===== src/rtl/ddr2_host_issuer.sv =====
// ddr2_host_issuer: turns host requests into ddr2_controller command/data beats,
// buffering block-write data so the BLW burst never stalls on the host.
module ddr2_host_issuer #(
  parameter int FILL_LIMIT = 63
) (
  input  logic        CLK,
  input  logic        RESET,
  input  logic        REQ_VALID,
  output logic        REQ_READY,
  input  logic [2:0]  REQ_CMD,
  input  logic [1:0]  REQ_SZ,
  input  logic [2:0]  REQ_OP,
  input  logic [24:0] REQ_ADDR,
  input  logic [15:0] REQ_DATA,
  input  logic        REQ_FETCHING,
  input  logic        WD_VALID,
  output logic        WD_READY,
  input  logic [15:0] WD_DATA,
  input  logic        READY,
  input  logic        NOTFULL,
  input  logic [6:0]  FILLCOUNT,
  output logic [2:0]  CMD,
  output logic [1:0]  SZ,
  output logic [2:0]  OP,
  output logic [24:0] ADDR,
  output logic [15:0] DIN,
  output logic        FETCHING,
  output logic        BUSY
);

  localparam logic [2:0] C_NOP = 3'd0;
  localparam logic [2:0] C_SCR = 3'd1;
  localparam logic [2:0] C_SCW = 3'd2;
  localparam logic [2:0] C_BLR = 3'd3;
  localparam logic [2:0] C_BLW = 3'd4;
  localparam logic [2:0] C_ATR = 3'd5;
  localparam logic [2:0] C_ATW = 3'd6;
  localparam logic [2:0] C_NOP7 = 3'd7;
  localparam logic [31:0] FILL_LIMIT_U = FILL_LIMIT;

  typedef enum logic [2:0] {
    WAIT_RDY,
    IDLE,
    COLLECT,
    ISSUE,
    BLW_DATA
  } state_t;

  state_t      state_reg, state_next;
  logic [2:0]  cmd_reg, cmd_next;
  logic [1:0]  sz_reg, sz_next;
  logic [2:0]  op_reg, op_next;
  logic [24:0] addr_reg, addr_next;
  logic [15:0] din_reg, din_next;
  logic        fetching_reg, fetching_next;
  logic [5:0]  len_reg, len_next;
  logic [5:0]  idx_reg, idx_next;

  logic [15:0] buf_mem [0:31];
  logic [15:0] buf_rd_reg;
  logic [4:0]  rd_addr;

  logic cmd_space, data_space, consumed;
  logic req_fire, wd_fire, req_is_nop, req_is_blw, last_word;
  logic load_req, start_blw, go_idle;

  assign cmd_space  = NOTFULL;
  assign data_space = ({25'd0, FILLCOUNT} <= FILL_LIMIT_U);

  always_comb begin
    consumed = 1'b1;
    case (cmd_reg)
      C_SCR, C_BLR:               consumed = cmd_space;
      C_SCW, C_BLW, C_ATR, C_ATW: consumed = cmd_space && data_space;
      default:                    consumed = 1'b1;
    endcase
  end

  always_comb begin
    REQ_READY = 1'b0;
    case (state_reg)
      IDLE:    REQ_READY = 1'b1;
      ISSUE:   REQ_READY = consumed && (cmd_reg != C_BLW);
      default: REQ_READY = 1'b0;
    endcase
  end

  assign WD_READY   = (state_reg == COLLECT);
  assign req_fire   = REQ_VALID && REQ_READY;
  assign wd_fire    = WD_VALID && WD_READY;
  assign req_is_nop = (REQ_CMD == C_NOP) || (REQ_CMD == C_NOP7);
  assign req_is_blw = (REQ_CMD == C_BLW);
  assign last_word  = (idx_reg == len_reg - 6'd1);

  // The read register always holds buf[idx+1] during ISSUE/BLW_DATA, so the
  // next word is ready the moment the current one is consumed.
  always_comb begin
    state_next    = state_reg;
    cmd_next      = cmd_reg;
    sz_next       = sz_reg;
    op_next       = op_reg;
    addr_next     = addr_reg;
    din_next      = din_reg;
    fetching_next = fetching_reg;
    len_next      = len_reg;
    idx_next      = idx_reg;
    rd_addr       = 5'd0;
    load_req      = 1'b0;
    start_blw     = 1'b0;
    go_idle       = 1'b0;

    case (state_reg)
      WAIT_RDY: begin
        if (READY) state_next = IDLE;
      end
      IDLE: begin
        if (req_fire) begin
          if (req_is_blw)       start_blw = 1'b1;
          else if (!req_is_nop) load_req  = 1'b1;
        end
      end
      COLLECT: begin
        if (wd_fire) begin
          idx_next = idx_reg + 6'd1;
          if (last_word) begin
            state_next = ISSUE;
            cmd_next   = C_BLW;
            din_next   = buf_rd_reg;
            idx_next   = 6'd0;
            rd_addr    = 5'd1;
          end
        end
      end
      ISSUE: begin
        rd_addr = idx_reg[4:0] + 5'd1;
        if (consumed) begin
          if (cmd_reg == C_BLW) begin
            state_next = BLW_DATA;
            cmd_next   = C_NOP;
            din_next   = buf_rd_reg;
            idx_next   = 6'd1;
            rd_addr    = 5'd2;
          end else if (req_fire && req_is_blw) begin
            start_blw = 1'b1;
          end else if (req_fire && !req_is_nop) begin
            load_req = 1'b1;
          end else begin
            go_idle = 1'b1;
          end
        end
      end
      BLW_DATA: begin
        rd_addr = idx_reg[4:0] + 5'd1;
        if (data_space) begin
          if (last_word) begin
            go_idle = 1'b1;
          end else begin
            idx_next = idx_reg + 6'd1;
            din_next = buf_rd_reg;
            rd_addr  = idx_reg[4:0] + 5'd2;
          end
        end
      end
      default: state_next = WAIT_RDY;
    endcase

    if (load_req) begin
      state_next    = ISSUE;
      cmd_next      = REQ_CMD;
      sz_next       = (REQ_CMD == C_SCR || REQ_CMD == C_SCW) ? 2'd0 : REQ_SZ;
      op_next       = (REQ_CMD == C_ATR || REQ_CMD == C_ATW) ? REQ_OP : 3'd0;
      addr_next     = REQ_ADDR;
      din_next      = (REQ_CMD == C_SCR || REQ_CMD == C_BLR) ? 16'd0 : REQ_DATA;
      fetching_next = REQ_FETCHING;
    end

    if (start_blw) begin
      state_next    = COLLECT;
      cmd_next      = C_NOP;
      sz_next       = REQ_SZ;
      op_next       = 3'd0;
      addr_next     = REQ_ADDR;
      din_next      = 16'd0;
      fetching_next = REQ_FETCHING;
      len_next      = {({1'b0, REQ_SZ} + 3'd1), 3'b000};
      idx_next      = 6'd0;
    end

    if (go_idle) begin
      state_next    = IDLE;
      cmd_next      = C_NOP;
      sz_next       = 2'd0;
      op_next       = 3'd0;
      addr_next     = 25'd0;
      din_next      = 16'd0;
      fetching_next = 1'b0;
      idx_next      = 6'd0;
    end
  end

  always_ff @(posedge CLK) begin
    if (RESET) begin
      state_reg    <= WAIT_RDY;
      cmd_reg      <= 3'd0;
      sz_reg       <= 2'd0;
      op_reg       <= 3'd0;
      addr_reg     <= 25'd0;
      din_reg      <= 16'd0;
      fetching_reg <= 1'b0;
      len_reg      <= 6'd0;
      idx_reg      <= 6'd0;
    end else begin
      state_reg    <= state_next;
      cmd_reg      <= cmd_next;
      sz_reg       <= sz_next;
      op_reg       <= op_next;
      addr_reg     <= addr_next;
      din_reg      <= din_next;
      fetching_reg <= fetching_next;
      len_reg      <= len_next;
      idx_reg      <= idx_next;
    end
  end

  // Block-write buffer: plain write port plus registered read for RAM inference.
  always_ff @(posedge CLK) begin
    if (wd_fire) buf_mem[idx_reg[4:0]] <= WD_DATA;
    buf_rd_reg <= buf_mem[rd_addr];
  end

  assign CMD      = cmd_reg;
  assign SZ       = sz_reg;
  assign OP       = op_reg;
  assign ADDR     = addr_reg;
  assign DIN      = din_reg;
  assign FETCHING = fetching_reg;
  assign BUSY     = !(state_reg == IDLE || state_reg == WAIT_RDY) || (cmd_reg != C_NOP);

endmodule


===== config.mk =====
export PLATFORM = sky130hd
export DESIGN_NAME = ddr2_host_issuer
export DESIGN_NICKNAME = d
export VERILOG_FILES = /design/src/rtl/ddr2_host_issuer.sv
export SDC_FILE = /design/constraint.sdc
export NUM_CORES = 1
export LEC_CHECK = 0
export BUFFER_PORTS_ARGS = -buffer_cell sky130_fd_sc_hd__buf_2
export CAP_MARGIN = 20
export CORE_ASPECT_RATIO = 0.6
export CORE_UTILIZATION = 50
export CTS_CLUSTER_DIAMETER = 60
export CTS_CLUSTER_SIZE = 16
export DETAILED_ROUTE_END_ITERATION = 10
export GPL_ROUTABILITY_DRIVEN = 0
export PLACE_DENSITY_LB_ADDON = 0.2
export SLEW_MARGIN = 40
export SYNTH_ARGS = -nofsm -noshare
export SYNTH_HDL_FRONTEND = slang
export SYNTH_SLANG_ARGS = --single-unit

===== constraint.sdc =====
create_clock -name CLK -period 3.1 [get_ports CLK]
set_clock_uncertainty 0.2 [all_clocks]
set_input_delay 0.62 -clock CLK [delete_from_list [all_inputs] [get_ports CLK]]
set_output_delay 0.62 -clock CLK [all_outputs]
set_load 0.02 [all_outputs]

# Yosys cells after proc, flatten, opt, wreduce, memory -nomap -nowiden
# Memories as Yosys holds them, arrays and structs flattened. A register that Yosys moved wholly into a read port is not among the register bits.
# Index checks and enable logic that the tools add are counted.
word_totals:
  out_inout_bits: 53
  ff_bits: 62
  mem_count: 1
  ramBits: 512
  elab_cells: 167
classes:
  add_sub_neg: 5
  magnitude_cmp: 1
  n_mux: 71
  eq_ne: 44
  n_reduce_logical: 33
  bitwise: 1
memory_table:
  columns: ["memory", "depth", "word_bits", "rd", "rd_ports_with_merged_regs", "wr", "line", "rtl"]
  rows:
  - ["buf_mem", 32, 16, 1, 1, 1, "59", "logic [15:0] buf_mem [0:31];"]
ops:
  columns: ["cell", "n"]
  rows:
  - ["$mux 16", 8]
  - ["$mux 25", 2]
  - ["$pmux 16 s3", 1]
  - ["$mux 6", 6]
  - ["$mux 3", 11]
  - ["$mux 1", 25]
  - ["$eq 3x3->1 const B", 8]
  - ["$reduce_and 6->1", 4]
  - ["$mux 5", 4]
  - ["$eq 3x2->1 const B", 6]
  - ["$pmux 6 s3", 1]
  - ["$ne 3x3->1 const B", 5]
  - ["$ne 5x5->1 const B", 3]
  - ["$pmux 5 s3", 1]
  - ["$ne 4x1->1 const B", 3]
  - ["$ne 4x4->1 const B", 3]
  - ["$pmux 3 s4", 1]
  - ["$mux 2", 5]
  - ["$ne 2x2->1 const B", 5]
  - ["$ne 5x1->1 const B", 2]
  - ["$pmux 1 s2", 5]
  - ["$eq 3x1->1 const B", 3]
  - ["$ne 3x1->1 const B", 3]
  - ["$reduce_bool 3->1", 3]
  - ["21 further kinds", 37]

# Logic depth before layout (Yosys ltp)
# Gate-level depths: netlist of the first run.
depth:
  ltp_word: 15
  depth_mapped: 16

# Worst setup path after synthesis of the first run
# No wires, ideal clock.
synth_path:
  path_type: "register to register"
  start: "reg idx_reg[1]"
  end: "reg buf_rd_reg[11], read port of buf_mem"
  stages_incl_launch_ff: 16
  setup_time_ns: 0.125
  arrival_ns: 2.966
  slack_ns: -0.190
  path_cell_list: "dfxtp_1 ha_1 clkbuf_1 and2_1 and4_4 buf_6 inv_1 ha_1 a22oi_1 and2_1 buf_4 buf_2 mux2i_1 a32oi_1 a311oi_2 nor4_2"
synth_via:
  elab_chain_cells: 4
  elab_cells_between_ends: 10
  classes_between: "add/sub (2); eq/ne (1); mux (7)"
synth_lines:
  columns: ["item", "line", "rtl"]
  rows:
  - ["from (decl)", "57", "logic [5:0] idx_reg, idx_next;"]
  - ["from (signal assigned)", "221", "idx_reg <= idx_next;"]
  - ["$add 5x2->5, or another cell as far along", "160", "rd_addr = idx_reg[4:0] + 5'd2;"]
  - ["$mux 5, or another cell as far along", "155", "if (last_word) begin"]
  - ["$mux 5, or another cell as far along", "154", "if (data_space) begin"]
  - ["$pmux 5 s3 *", "112", "case (state_reg)"]
  - ["to (decl)", "60", "logic [15:0] buf_rd_reg;"]
# Every way passes the cells marked *; elsewhere a longest branch is shown, timed or not.
# A chain may end at the register's enable or synchronous reset.

# Worst setup path after layout of the first run
layout_path:
  start: "reg len_reg[4]"
  end: "reg buf_rd_reg[5], read port of buf_mem"
layout_via:
  elab_chain_cells: 5
  elab_cells_between_ends: 7
  classes_between: "add/sub (1); eq/ne (1); mux (5)"
layout_lines:
  columns: ["item", "line", "rtl"]
  rows:
  - ["from (decl)", "56", "logic [5:0] len_reg, len_next;"]
  - ["from (signal assigned)", "220", "len_reg <= len_next;"]
  - ["$sub 6x1->6 *", "93", "assign last_word = (idx_reg == len_reg - 6'd1);"]
  - ["$eq 6x6->1 *", "93", null]
  - ["$mux 5 or $mux 1 (tied branches)", "155, 125", null]
  - ["$mux 5 or $mux 1 (tied branches)", "154, 123", null]
  - ["$pmux 5 s3 *", "112", null]
# Marks and branches as above.

==> results.md, run 1 <==
- Cell variety after synth: 63
- Post-Synth XOR/XNOR Area: 0.244%
- Crit path max fanout: 13
- Max incr delay on CP: approximately 0.36 ns
- Critical-path cell list: inv_2 > ha_4 > xor2_2 > and4_4 > inv_4 > ha_4 > a22oi_2 > and2_4 > buf_12 > buf_12 > nand2_1 > a32oi_2 > a31oi_1 > nor4_2
- Die X: 282 um
- Synth Register Bits: 590
- Largest family of logic cells by synthesized area: simple AND/OR/NAND/NOR gates
- Total length of routed wires: 64700 um
- DRT iter0 DRCs: 1821
- Largest net degree at the start of global routing: 33
- Bufs on Longest Clock Path: 3
- Adder-cell share of the synthesized area: 0.424%
- Die area: 0.0481 mm^2
- Post-DP HPWL: 40600 um
- CTS clk-pin slew, worst paths: 0.08 ns
- Initial antenna violation count: 0
- Pre-antenna DRT Iters: 5
- Final Critical Period: about 3.2 ns
- Top cell type's share of synthesized area: 65.1%
- Synth Instances: 1750
- Core box area: 0.0464 mm^2
- WHS: 0.0704 ns
- Highest clock rate: just over 300 MHz
- Global route overflow: 0
- Sequential-to-total area share from yosys stat: 71.8%
- Synth Area in Compound Gates: a little under a tenth
- Via Count: 16100
- Worst Setup End Kind: flip-flop
- Vias in the first global route: 14800
- Initial Util: around half
- RSZ-0062 raised after global routing: yes
- Die Ht: 170 um
- CP Launch Type: flip-flop
- Maximum level of the CTS H-tree: 2
- DRC viols: 0
- Max reg flops: around 500
- Routed WL per cell: 23.8 um
- Most frequent cells after synthesis: edfxtp_1, nand2_1, a21oi_1
- CP Class: flip-flop to flip-flop
- Worst-Skew Late Latency: between 0.5 and 0.6 ns
- Ys async rst share: 0%
- Synth Flop Type: edfxtp_1
- Leakage: just over 10 nW
- Num ports: 132
- Total track usage: 26.1%
- Total Power: 17.3 mW
- Max_slew headroom: between 40% and 50%
- Main area contributors after synthesis: edfxtp_1, dfxtp_1, nand2_1
- Simple-gate portion of the synthesized area: 12.1%
- Count leader, synth: edfxtp_1
- Peak VDD IR: 392 uV
- EDFF count, synth: about 510
- PwrDens: 595 mW/mm^2
- Period utilization: 105%
- Outcome: finished, violations left
- PortBufs: 125
- CP arrival: around 3.5 ns
- Final setup fails: 16
- Final Instance Area: 0.0291 mm^2
- Layout cells sized above 1: between 20 and 30%
- Worst setup margin: -0.142 ns
- Cell area after synthesis: between 0.02 and 0.025 mm^2
- Final Max Slew Viols: 0
- Root buf cell: clkbuf_16
- Failing checks: negative setup slack
- Max-Cap Viols: 0
- Ys Warns: 0
- Mapped Nets: approximately 1800
- P&R area growth vs syn: 23.3%
- Synth area leader: edfxtp_1
- Fin nets: 2145
- Post-synthesis mux area share: about 3.6%
- CTS tree: done
- Placed cell areas: between 0.02 and 0.03 mm^2
- Total Negative Setup Slacks: -1.56 ns
- CTS buffer count: 42
- Drt via density: 5.92
- Syn avg cell area: about 13 um^2
- Sink Count: 590
- First-pass GRT wire length: 92700 um
- Final hold vios: 0
- Worst-Margin Slew: 0.776 ns
- HP Class: input port to flip-flop
- Cell Rows: 61
- Required @ worst endpoint: 3.36 ns
- Post-CTS Hold Fix Bufs: 0
- ANT nets after route: 0
- Slowest CP cell: nor4_2
-- layout make-up --
| cell class | instances | area [um^2] |
|---|---|---|
| multi-input combinational | 1036 | 6870 |
| inverter | 6 | 25.0 |
| timing repair buffer | 382 | 3270 |
| clock inverter | 3 | 32.5 |
| antenna | 1 | 2.50 |
| sequential | 590 | 16900 |
| tap | 630 | 788 |
| fill | 3468 | 17300 |
| clock buffer | 73 | 1190 |
-- per-layer routing --
layer | part of all wire [%] | global-route usage, % | vias to the layer above
met4 | 1.4 | 5.26 | 0
met2 | 42 | 37.0 | 727
met5 | 0 | 0 | -
li1 | - | - | 7217
met3 | 9.9 | 6.01 | 65
met1 | 46 | 40.8 | 8088
-- where the power goes --
| part | leakage [nW] | internal [mW] | switching, mW | total, mW |
|---|---|---|---|---|
| Combinational | 4.48 | 1.25 | 1.75 | 3.00 |
| Sequential | 5.24 | 8.85 | 0.181 | 9.03 |
| Clock | 0.581 | 2.62 | 2.67 | 5.29 |
| Total | 10.3 | 12.7 | 4.60 | 17.3 |
-- what timing repair did --
| action | in CTS | in global routing |
|---|---|---|
| endpoints found under the hold margin | 0 | 0 |
| buffers inserted | 12 | 21 |
| setup endpoints to repair | 16 | 17 |
| resized for setup | 52 | 112 |
| cloned | 6 | 9 |
| pin swaps | 17 | 67 |
-- critical path: cells and delay by family, from the launching register on --
| family | cells | cell delay, ns |
|---|---|---|
| buffers and inverters | 4 | 0.43 |
| DFF | 1 | 0.33 |
| adders and majority gates | 2 | 0.46 |
| and+or+nand+nor | 4 | 0.93 |
| AOI/OAI and AO/OA | 3 | 0.62 |
| xor gates and xnor gates | 1 | 0.15 |
-- cells by family (layout without fill, tap and decap cells) --
kind of cell / count (synthesis) / count (layout)
xor+xnor: 5 / 5
compound gates: 295 / 295
mux: 84 / 84
other cells: 0 / 1
fa+ha+maj: 8 / 8
simple gates: 643 / 644
flops: 590 / 590
buf+inv: 125 / 464
-- metrics by stage --
stage | instances | util, % | worst slack [ns]
after floorplan | 1750 | - | 0.00342
after global placement | 2605 | 57.1 | -0.344
after detailed placement | 2605 | 57.1 | -0.322
after CTS | 2698 | 60.9 | -0.108
after global routing | 2720 | 62.7 | -0.264
final | 2721 | 62.7 | -0.142
-- path summary, 6_finish.rpt --
kind              slack [ns]          from       endpoint  cells after the start
setup / recovery       -0.14    len_reg[4]  buf_rd_reg[5]                     14
hold / removal          0.07  REQ_ADDR[24]       ADDR[24]                      3
setup reg to reg       -0.14    len_reg[4]  buf_rd_reg[5]                     14
hold reg to reg         0.25      ADDR[12]       ADDR[12]                      2
-- layout by cell type (no fill, tap or decap), drive strengths merged, types with 5 or more instances in the layout --
cell | netlist | layout
nor3 | 26 | 26
nand2b | 5 | 5
edfxtp | 512 | 512
a21boi | 16 | 16
a221oi | 32 | 32
a31oi | 19 | 19
clkbuf | 53 | 82
nand3 | 87 | 87
a32oi | 64 | 64
and2 | 6 | 6
a311oi | 32 | 32
dfxtp | 78 | 78
nor4 | 16 | 16
inv | 6 | 8
nand3b | 7 | 7
o21ai | 14 | 14
nand2 | 400 | 401
ha | 8 | 8
buf | 66 | 373
a21oi | 96 | 96
or3 | 5 | 5
mux2i | 84 | 84
nor2 | 66 | 66
Power figures use the tool's default switching activity.
==> run 2: changes to the inputs <==
- CELL_PAD_IN_SITES_DETAIL_PLACEMENT: unset -> 1
- CELL_PAD_IN_SITES_GLOBAL_PLACEMENT: unset -> 2
- CORE_UTILIZATION: 50 -> 39
- CTS_CLUSTER_SIZE: 16 -> 10
==> results.md, run 2 (synthesis gave the netlist of run 1 again) <==
- Bufs on Longest Clock Path: 3
- Number of fill cells: 5901
- CP Class: flip-flop to flip-flop
- Switching share of power: between 20% and 30%
- Fin nets: 2191
- Multi-input gate area: 0.00694 mm^2
- Final hold vios: 0
- Root buf cell: clkbuf_16
- CP Launch Type: flip-flop
- Largest net degree at the start of global routing: 40
- Drt via density: 5.59
- Max-Cap Viols: 0
- Pre-CTS setup slack: -0.673 ns
- Failing checks: negative setup slack
- Final Max Slew Viols: 0
- Storage cell area: 0.0169 mm^2
- Most common cell after layout, fill and taps aside: edfxtp_1
- Peak VDD IR: 590 uV
- HP Class: input port to flip-flop
- Vias in the first global route: 16700
- Leakage: 10.8 nW
- Cell Rows: 69
- Maximum level of the CTS H-tree: 3
- Outcome: finished, violations left
- Hold Path Depth: 2
- Routed WL per cell: 27.1 um
- Max_slew headroom: approximately two fifths
- FF-to-FF Start: len_reg[3]
- First-pass GRT wire length: 114000 um
- Cell Count, Final, Fillers Out: 2935
- PortBufs: 125
- Worst Setup End Kind: flip-flop
- Die area: 0.0615 mm^2
- Initial antenna violation count: 2
- Final Critical Period: ~3.4 ns
- Total length of routed wires: a little under 80000 um
- P_sw: roughly 5.2 mW
- Period utilization: 109%
- Post-DP HPWL: 51300 um
- WHS: 0.0483 ns
- DRT iter0 DRCs: 1697
- DRC viols: 0
- Worst-Margin Slew: 0.896 ns
- Die X: 320 um
- Core box area: 0.0595 mm^2
- Seq pwr share: 45.9%
- Most frequent cells in the layout: edfxtp_1, nand2_1, buf_4, buf_2, a21oi_1
- ANT nets after route: 0
- PwrDens: 648 mW/mm^2
- Inst Count DP: 2784
- Post-CTS Hold Fix Bufs: 0
- RR Endpoint: buf_rd_reg[2]
- Worst setup margin: -0.286 ns
- Required @ worst endpoint: 3.40 ns
- Initial Util: 39.7%
- R2R Setup Slk: -0.29 ns
- Num ports: 132
- Max reg flops: 512
- Via Count: 16400
- R2R cell count: 14
- CTS clk-pin slew, worst paths: 0.06 ns
- CTS buffer count: 69
- Highest clock rate: 295 MHz
- Combinational group share of total power: 15.9%
- CP arrival: approximately 3.7 ns
- Global route overflow: 0
- Die Ht: between 150 and 200 um
- Worst-Skew Late Latency: 0.61 ns
- Worst Hold Path EP: len_reg[3]
- Total track usage: 25.8%
- Sink Count: 590
- CTS tree: done
- Layout cells sized above 1: between 30% and 40%
- RSZ-0062 raised after global routing: yes
- P&R area growth vs syn: 28.7%
- Crit path max fanout: 15
- Internal Pwr Total: 14.4 mW
- Pre-antenna DRT Iters: 5
- Clock power share: 38.2%
- Hold wc startpoint: REQ_SZ[0]
- Final setup fails: 18
## run 2: cell count changes in the layout (fill, tap and decap cells not counted), sizes merged
cell and delta:
buf +26, nand2 -1, and2 +1, clkinv +3
clkbuf +34
## run 2: layout make-up
cell class	count	share of cell area, %
sequential	590	55.8
multi-input combinational	1036	22.8
timing repair buffer	401	11.5
clock buffer	114	6.44
tap	781	3.22
clock inverter	6	0.194
inverter	6	0.0824
antenna	1	0.00824
## run 2: worst max path at each step
stage,endpoint,startpoint
after floorplan,buf_rd_reg[10],len_reg[3]
after global placement,buf_rd_reg[0],len_reg[3]
after detailed placement,buf_rd_reg[0],len_reg[3]
after CTS,buf_rd_reg[0],len_reg[4]
after global routing,buf_rd_reg[10],len_reg[3]
final,buf_rd_reg[2],len_reg[3]
## run 2: per-stage QoR
stage	setup TNS, ns	power [mW]	area (um^2)	utilization (%)
after floorplan	0	10.6	23600	-
after global placement	-7.17	11.8	27000	45.5
after detailed placement	-8.49	11.9	27000	45.5
after CTS	-3.92	19.7	30000	50.4
after global routing	-5.93	20.3	30400	51.1
final	-3.81	19.7	30400	51.1
## run 2: power by group through the flow
stage	registers, mW	logic, mW	clock network [mW]
floorplan	9.30	1.28	0
global placement	9.19	2.62	0
detailed placement	9.20	2.68	0
CTS	9.04	3.00	7.64
global route	9.06	3.35	7.92
finish	9.04	3.12	7.52
## run 2: worst max-delay path: stages (launching register included)
cell and delay (ns):
dfxtp_2 0.33, inv_2 0.05, ha_4 0.24, xor2_2 0.17, and4_4 0.29, inv_4 0.04
ha_4 0.21, a22oi_2 0.20, and2_4 0.30, buf_4 0.20, clkbuf_16 0.20, a21oi_1 0.06
a221oi_1 0.38, nor3_1 0.12, nor4_2 0.30
## run 2: metal layers
layer | track usage, % | up-vias | part of all wire, %
met5 | 0 | - | 0.034
met4 | 5.36 | 4 | 1.5
met3 | 5.44 | 97 | 7.7
met2 | 36.9 | 505 | 42
met1 | 39.9 | 8459 | 48
li1 | - | 7336 | -
## run 2: repair_timing
item                                    CTS  global route
pin swaps                                61            49
endpoints found under the setup margin   18            20
gates resized for setup                 105            69
cloned                                    9             2
setup buffers                            20             7
==> run 3: changes to the inputs <==
- RECOVER_POWER: unset -> 100
==> results.md, run 3 (synthesis gave the netlist of run 1 again) <==
- Period utilization: 110%
- CP arrival: 3.67 ns
- Highest clock rate: 294 MHz
- CTS buffer count: between 60 and 70
- R2R cell count: 14
- Crit path max fanout: 8
- Setup crit end: buf_rd_reg[14]
- Layout cells sized above 1: 26.5%
- Worst-Margin Slew: 2.09 ns
- DRC viols: 0
- Die X: 320 um
- GRT met3 Usage: 5.44%
- Initial Util: 39.7%
- Global route overflow: 0
- Die area: 0.0615 mm^2
- Core box area: between 0.05 and 0.06 mm^2
- DRT iter0 DRCs: roughly 1600
- PwrDens: 652 mW/mm^2
- Drt via density: 5.62
- Max reg flops: 512
- GRT Max-Usage Layer: met1
- Most frequent cells in the layout: edfxtp_1, nand2_1, buf_4, clkbuf_1, a21oi_1
- Leakage: 10.5 nW
- CP Launch Type: flip-flop
- HP Class: input port to flip-flop
- CTS tree: done
- RSZ-0062 raised after global routing: yes
- Most common cell after layout, fill and taps aside: edfxtp_1
- Pre-antenna DRT Iters: 6
- Required @ worst endpoint: 3.37 ns
- # diodes: 0
- R2R Setup Slk: -0.30 ns
- Die Ht: 193 um
- Post-DP HPWL: roughly 51000 um
- Outcome: finished, violations left
- Max_slew headroom: -39.2%
- Root buf cell: clkbuf_16
- Num ports: 132
- Final hold vios: 0
- Final Max Slew Viols: between 500 and 600
- Worst setup margin: -0.301 ns
- Initial antenna violation count: 2
- Cell Rows: 69
- ANT nets after route: 0
- Sink Count: 590
- Routed WL per cell: approximately 27 um
- FF-to-FF Start: len_reg[3]
- Total track usage: about a quarter
- First-pass GRT wire length: 114000 um
- Final Critical Period: between 3 and 4 ns
- Final setup fails: 18
- Met1 global-route usage: 39.9%
- Crit path launch: len_reg[3]
- Peak VDD IR: 586 uV
- Largest net degree at the start of global routing: 40
- Vias in the first global route: 16700
- P&R area growth vs syn: 27.5%
- CTS clk-pin slew, worst paths: around 0.060 ns
- M2 GR Usage: 36.9%
- Total length of routed wires: ~80000 um
- CP Class: flip-flop to flip-flop
- Via Count: 16500
- Bufs on Longest Clock Path: 3
- Post-CTS Hold Fix Bufs: 0
- Failing checks: max-capacitance violations, max-slew violations, negative setup slack
- Worst-Skew Late Latency: 0.61 ns
- Maximum level of the CTS H-tree: 3
- Pre-CTS setup slack: -0.673 ns
- Max-Cap Viols: 16
- RR Endpoint: buf_rd_reg[14]
- Worst Setup End Kind: flip-flop
- Hold wc startpoint: REQ_SZ[0]
- Fin util: 50.6%
- Fin nets: 2191
- PortBufs: around 130
-- run 3: cell count changes in the layout (fill, tap and decap cells not counted), moves of 2 or more --
cell | before | now
nor3_2 | 6 | 2
buf_12 | 39 | 35
clkbuf_4 | 0 | 2
clkbuf_1 | 41 | 116
nor3_1 | 19 | 23
buf_4 | 203 | 165
nor2_2 | 17 | 15
nor2_1 | 44 | 46
buf_2 | 125 | 58
clkbuf_2 | 0 | 32
-- run 3: critical path: stages (launching register included) --
cell and delay, ns:
dfxtp_2 0.33, inv_2 0.05, ha_4 0.24, xor2_2 0.17, and4_4 0.29, inv_4 0.05, ha_4 0.21, a22oi_2 0.20
buf_4 0.16, and2_4 0.23, buf_12 0.19, mux2i_4 0.25, a32oi_2 0.11, a311oi_4 0.47, nor4_2 0.11
-- run 3: how the worst min path moves through the flow --
stage	slack, ns	depth (start not counted)	end
6_report	0.05	2	len_reg[3]
5_1_grt	0.03	2	len_reg[3]
4_1_cts	0.02	2	len_reg[3]
3_5_place_dp	0.24	2	OP[0]
3_3_place_gp	0.24	2	ADDR[0]
2_1_floorplan	0.24	2	DIN[10]
-- run 3: per-layer routing --
layer	part of all wire [%]	vias to the layer above
met1	49	8578
li1	-	7336
met3	7.0	102
met5	0.034	-
met2	42	457
met4	1.7	4
-- run 3: layout make-up --
type	count	area (um^2)
fill	5953	29400
multi-input combinational	1036	6910
sequential	590	16900
inverter	6	25.0
timing repair buffer	401	3240
clock inverter	6	58.8
tap	781	977
clock buffer	114	1960
-- run 3: power breakdown --
part           internal (mW)  switching [mW]  leakage (nW)
Combinational           1.21            1.84          4.25
Sequential              8.87           0.174          5.24
Clock                   4.31            3.21         0.966
-- run 3: per-stage QoR --
step                total power, mW  hold slack [ns]  instance area (um^2)  setup TNS [ns]  instances
floorplan                      10.6            0.240                 23600               0       1750
detailed placement             11.9            0.243                 27000           -8.49       2784
global route                   20.3           0.0325                 30100          -10.04       2934
finish                         19.6           0.0464                 30100           -3.91       2934
global placement               11.8            0.239                 27000           -7.17       2784
CTS                            19.7           0.0198                 30000           -3.92       2928
-- run 3: repair_timing --
item	4_1_cts	5_1_grt
pin swaps	61	49
gates resized for setup	105	69
setup endpoints to repair	18	20
cloned	9	2
buffers inserted	20	7
